===== config.mk =====
export PLATFORM = sky130hd
export DESIGN_NAME = alu_nibble_sequencer
export DESIGN_NICKNAME = d
export VERILOG_FILES = /design/src/rtl/alu_nibble_sequencer.sv
export SDC_FILE = /design/constraint.sdc
export NUM_CORES = 1
export LEC_CHECK = 0
export BUFFER_PORTS_ARGS = -buffer_cell sky130_fd_sc_hd__buf_2
export CORE_ASPECT_RATIO = 0.9
export CORE_MARGIN = 2
export CORE_UTILIZATION = 26
export CTS_CLUSTER_SIZE = 14
export DETAILED_ROUTE_END_ITERATION = 10
export PLACE_DENSITY_LB_ADDON = 0.25
export SLEW_MARGIN = 20
export SYNTH_ARGS = -nofsm -noshare
export SYNTH_HDL_FRONTEND = slang
export SYNTH_SLANG_ARGS = --single-unit

===== constraint.sdc =====
create_clock -name clk -period 5.15 [get_ports clk]
set_input_delay 0.2575 -clock clk [delete_from_list [all_inputs] [get_ports clk]]
set_output_delay 0.2575 -clock clk [all_outputs]
set_load 0.02 [all_outputs]

===== src/rtl/alu_nibble_sequencer.sv =====
// alu_nibble_sequencer: runs WIDTH-bit ALU operations on a shared 4-bit
// combinational slice, one nibble per clock, LSB nibble first, chaining the
// slice's active-low carry from nibble to nibble.
module alu_nibble_sequencer #(
    parameter int unsigned WIDTH = 16
) (
    input  logic             clk,
    input  logic             rst,
    input  logic             start,
    output logic             ready,
    input  logic [WIDTH-1:0] a_in,
    input  logic [WIDTH-1:0] b_in,
    input  logic             m_in,
    input  logic [3:0]       s_in,
    input  logic             cin_n_in,
    output logic [3:0]       alu_a,
    output logic [3:0]       alu_b,
    output logic             alu_m,
    output logic [3:0]       alu_s,
    output logic             alu_cin,
    input  logic [3:0]       alu_f,
    input  logic             alu_cout,
    output logic [WIDTH-1:0] result,
    output logic             cout_n,
    output logic             done,
    output logic             busy
);

    // WIDTH is expected to be a non-zero multiple of 4.
    localparam int unsigned NIB   = WIDTH / 4;
    localparam int unsigned IDX_W = (NIB > 1) ? $clog2(NIB) : 1;
    localparam int unsigned OFF_W = IDX_W + 2;
    localparam logic [IDX_W-1:0] IDX_LAST = IDX_W'(NIB - 1);

    typedef enum logic [1:0] {
        S_IDLE = 2'd0,
        S_RUN  = 2'd1,
        S_DONE = 2'd2
    } state_e;

    state_e             state_q;
    logic [IDX_W-1:0]   idx_q;
    logic [WIDTH-1:0]   a_q;
    logic [WIDTH-1:0]   b_q;
    logic               m_q;
    logic [3:0]         s_q;
    logic               carry_q;
    logic [WIDTH-1:0]   acc_q;
    logic [WIDTH-1:0]   acc_d;
    logic [WIDTH-1:0]   result_q;
    logic               cout_n_q;
    logic [OFF_W-1:0]   nib_off;
    logic               run;

    assign run     = (state_q == S_RUN);
    assign nib_off = {idx_q, 2'b00};

    // Accumulator with the current nibble replaced by the slice result.
    always_comb begin
        acc_d              = acc_q;
        acc_d[nib_off +: 4] = alu_f;
    end

    // Sequencer state, operand latches, carry chain and result capture.
    always_ff @(posedge clk) begin
        if (rst) begin
            state_q  <= S_IDLE;
            idx_q    <= '0;
            a_q      <= '0;
            b_q      <= '0;
            m_q      <= 1'b0;
            s_q      <= 4'h0;
            carry_q  <= 1'b1;
            acc_q    <= '0;
            result_q <= '0;
            cout_n_q <= 1'b1;
        end else begin
            case (state_q)
                S_IDLE, S_DONE: begin
                    if (start) begin
                        a_q     <= a_in;
                        b_q     <= b_in;
                        m_q     <= m_in;
                        s_q     <= s_in;
                        carry_q <= cin_n_in;
                        idx_q   <= '0;
                        state_q <= S_RUN;
                    end else begin
                        state_q <= S_IDLE;
                    end
                end
                S_RUN: begin
                    acc_q   <= acc_d;
                    carry_q <= alu_cout;
                    if (idx_q == IDX_LAST) begin
                        result_q <= acc_d;
                        cout_n_q <= alu_cout;
                        idx_q    <= '0;
                        state_q  <= S_DONE;
                    end else begin
                        idx_q <= idx_q + IDX_W'(1);
                    end
                end
                default: begin
                    state_q <= S_IDLE;
                end
            endcase
        end
    end

    // Handshake status decoded from the state register.
    assign ready = (state_q == S_IDLE) || (state_q == S_DONE);
    assign busy  = run;
    assign done  = (state_q == S_DONE);

    // Slice drive comes from registers only; parked values outside RUN.
    assign alu_a   = run ? a_q[nib_off +: 4] : 4'h0;
    assign alu_b   = run ? b_q[nib_off +: 4] : 4'h0;
    assign alu_s   = run ? s_q : 4'h0;
    assign alu_m   = run & m_q;
    assign alu_cin = run ? carry_q : 1'b1;

    assign result = result_q;
    assign cout_n = cout_n_q;

endmodule


==> impl_metrics.env <==
export IMPL_ys_ff_latch=75
export IMPL_seq_power_share_pct=46.1
export IMPL_ant_nets=0
export IMPL_cts_sinks=75
export IMPL_timing_fmax_mhz=368.3
export IMPL_maxCapViolCount=0
export IMPL_synth_commonest_cells="nand2_1, dfxtp_1, a21oi_1"
export IMPL_dr_total_vias=2872
export IMPL_core_area_mm2=0.01264
export IMPL_synth_avg_cell_area_um2=8.857
export IMPL_root_buffer="clkbuf_16"
export IMPL_setup_violations=0
export IMPL_setup_tns_ps=0
export IMPL_cts_buffer_depth=2
export IMPL_start_kind="flip-flop"
export IMPL_synth_seq_area_share_pct=44.73
export IMPL_tightestPinTransition_ps=992.2
export IMPL_rsz0062_at_grt="false"
export IMPL_io_pins=80
export IMPL_critical_path_class="flip-flop to flip-flop"
export IMPL_die_h_um=111.8
export IMPL_hp_start="a_in[1]"
export IMPL_clk_pin_slew_ps=60
export IMPL_antenna_found_initial=2
export IMPL_period_minus_slack_ps=2715
export IMPL_nNetsFinal=494
export IMPL_first_pass_iters=6
export IMPL_crit_arrival_ps=2950
export IMPL_ys_async_sr_fraction_pct=0
export IMPL_setup_slack_ps=2435
export IMPL_avgRoutedWirePerCell_um=14.39
export IMPL_slew_violations=0
export IMPL_ys_flop_type="dfxtp_1"
export IMPL_grt_max_degree=48
export IMPL_hold_class="input port to flip-flop"
export IMPL_crit_path_end_kind="flip-flop"
export IMPL_grtUsageTotal_pct=13.31
export IMPL_synth_top_area_share_pct=44.73
export IMPL_grt_pass1_vias=2855
export IMPL_fp_row_count=39
export IMPL_cts_tree="yes"
export IMPL_p_total_w=0.001345
export IMPL_drcViolationCount=0
export IMPL_dpl_worst_slack_ps=2466
export IMPL_port_buffers=79
export IMPL_fill_cells=1324
export IMPL_p_sw_w=0.0003388
export IMPL_syn_num_nets=431
export IMPL_vdd_drop_max_mv=0.1641
export IMPL_p_int_w=0.001006
export IMPL_startpoint="idx_q[0]"
export IMPL_fin_worst_skew_ps=4.459
export IMPL_avgViaCountPerCell=4.693
export IMPL_grt_pass1_wl_um=14230
export IMPL_hpwl_um=5970
export IMPL_relSlewSlack_pct=33.77
export IMPL_hold_buffers=0
export IMPL_gp_congestion=0.7348
export IMPL_yosysWarnings=0
export IMPL_p_leak_nw=1.616
export IMPL_area_delta_synth_final_pct=22.55
export IMPL_p_clk_share_pct=43.9
export IMPL_post_cts_setup_buffer_count=0
export IMPL_synthTopCellsByArea="dfxtp_1, nand2_1, a21oi_1, mux4_1, o32ai_1"
export IMPL_power_frac_comb_pct=10.0
export IMPL_drive_above_1_share_pct=24.61
export IMPL_critPathMaxStageDelay_ps=970
export IMPL_finalHoldViolations=0
export IMPL_status="finished, final reports clean"
export IMPL_wirelength_um=8807
export IMPL_start_util_pct=26.56
export IMPL_netlist_area_mm2=0.003357
export IMPL_cts_repair_resized=0
export IMPL_r2r_slack_ps=2430
export IMPL_yosysUniqueCellTypes=34
export IMPL_power_per_cell_area_mw_per_mm2=326.9
export IMPL_h_tree_depth=3
export IMPL_p_sw_share_pct=25.20
export IMPL_die_x_um=123.8
export IMPL_synth_cells=379
export IMPL_crit_slowest_cell="dfxtp_1"
export IMPL_crit_path_max_fanout=21
export IMPL_r2r_start="idx_q[0]"
export IMPL_synth_top_area_cell="dfxtp_1"
export IMPL_first_iter_violations=118
export IMPL_critical_path_required_ps=5390
export IMPL_die_area_mm2=0.01384
export IMPL_synth_edf_count=0
export IMPL_yosysMostFrequentCell="nand2_1"
export IMPL_worstPathCellList="inv_1, ha_1, nor3b_4, nand3_1, o32ai_1"
export IMPL_cts_buffers=9
export IMPL_grt_overflow=0
export IMPL_clk_latency_ps=330
export IMPL_min_period_over_period_pct=52.72
## placed cells by master (no fill, tap or decap), types with 12 or more instances in the layout
master and instances:
buf_2 79, nand2_1 79, o32ai_1 12, inv_1 16, dfxtp_1 75, a21oi_1 38, and2_1 16, nand4_1 12
nand2b_1 15, nor2_1 24
## routing by layer
layer,global-route usage [%],share of wire [%],vias up
met5,0,0.15,-
met3,4.867,7.8,11
met1,18.44,49,1313
met2,19.23,41,98
li1,-,-,1448
met4,4.015,1.2,2
## state kept, by name, summed over array words and instances (netlist names)
name,count
a_q,16
acc_q,16
b_q,16
result,16
s_q,4
idx_q,2
state_q,2
carry_q,1
cout_n,1
m_q,1
## final timing paths
path	end	cells after the start
setup / recovery	acc_q[7]	5
hold / removal	a_q[1]	3
setup reg to reg	acc_q[7]	5
hold reg to reg	a_q[12]	2
## power by group through the flow
stage          Sequential (W)  Clock (W)  Combinational (W)
2_1_floorplan        0.000624          0          0.0000983
3_3_place_gp         0.000632          0           0.000133
3_5_place_dp         0.000633          0           0.000136
4_1_cts              0.000620   0.000609           0.000136
5_1_grt              0.000623   0.000635           0.000150
6_report             0.000620   0.000590           0.000135
## kinds of logic after synthesis
logic type	count (synthesis)	synth area share (%)
buf+inv	47	6.485
compound gates	73	15.09
fa+ha+maj	6	2.236
simple gates	170	25.31
mux	8	6.150
flops	75	44.73
## cell type report
type,instances,area (µm²),area share [%]
Multi-Input combinational cell,257,1642,39.90
Sequential cell,75,1501,36.50
Timing Repair Buffer,82,417.9,10.16
Clock buffer,12,256.5,6.235
Tap cell,164,205.2,4.988
Inverter,17,63.81,1.551
Clock inverter,4,25.02,0.6083
Antenna cell,1,2.502,0.06083
## worst max-delay path: cells and delay by family (launching register included)
| kind | cells | cell delay (ps) |
|---|---|---|
| AND/OR/NAND/NOR | 2 | 630 |
| AO/OA/AOI/OAI | 1 | 200 |
| buffers and inverters | 1 | 350 |
| flip-flops | 1 | 970 |
| adder cells (fa/ha/maj) | 1 | 450 |
## stage by stage
stage	hold slack (ps)	area (µm²)	util (%)	std cells
5_1_grt	148.9	4111	32.53	611
2_1_floorplan	382.3	3357	-	379
4_1_cts	145.9	4110	32.52	611
3_3_place_gp	438.8	3829	30.29	595
6_report	157.3	4114	32.55	612
3_5_place_dp	444.2	3829	30.29	595
Note: power is estimated with default switching activity, not from simulation.
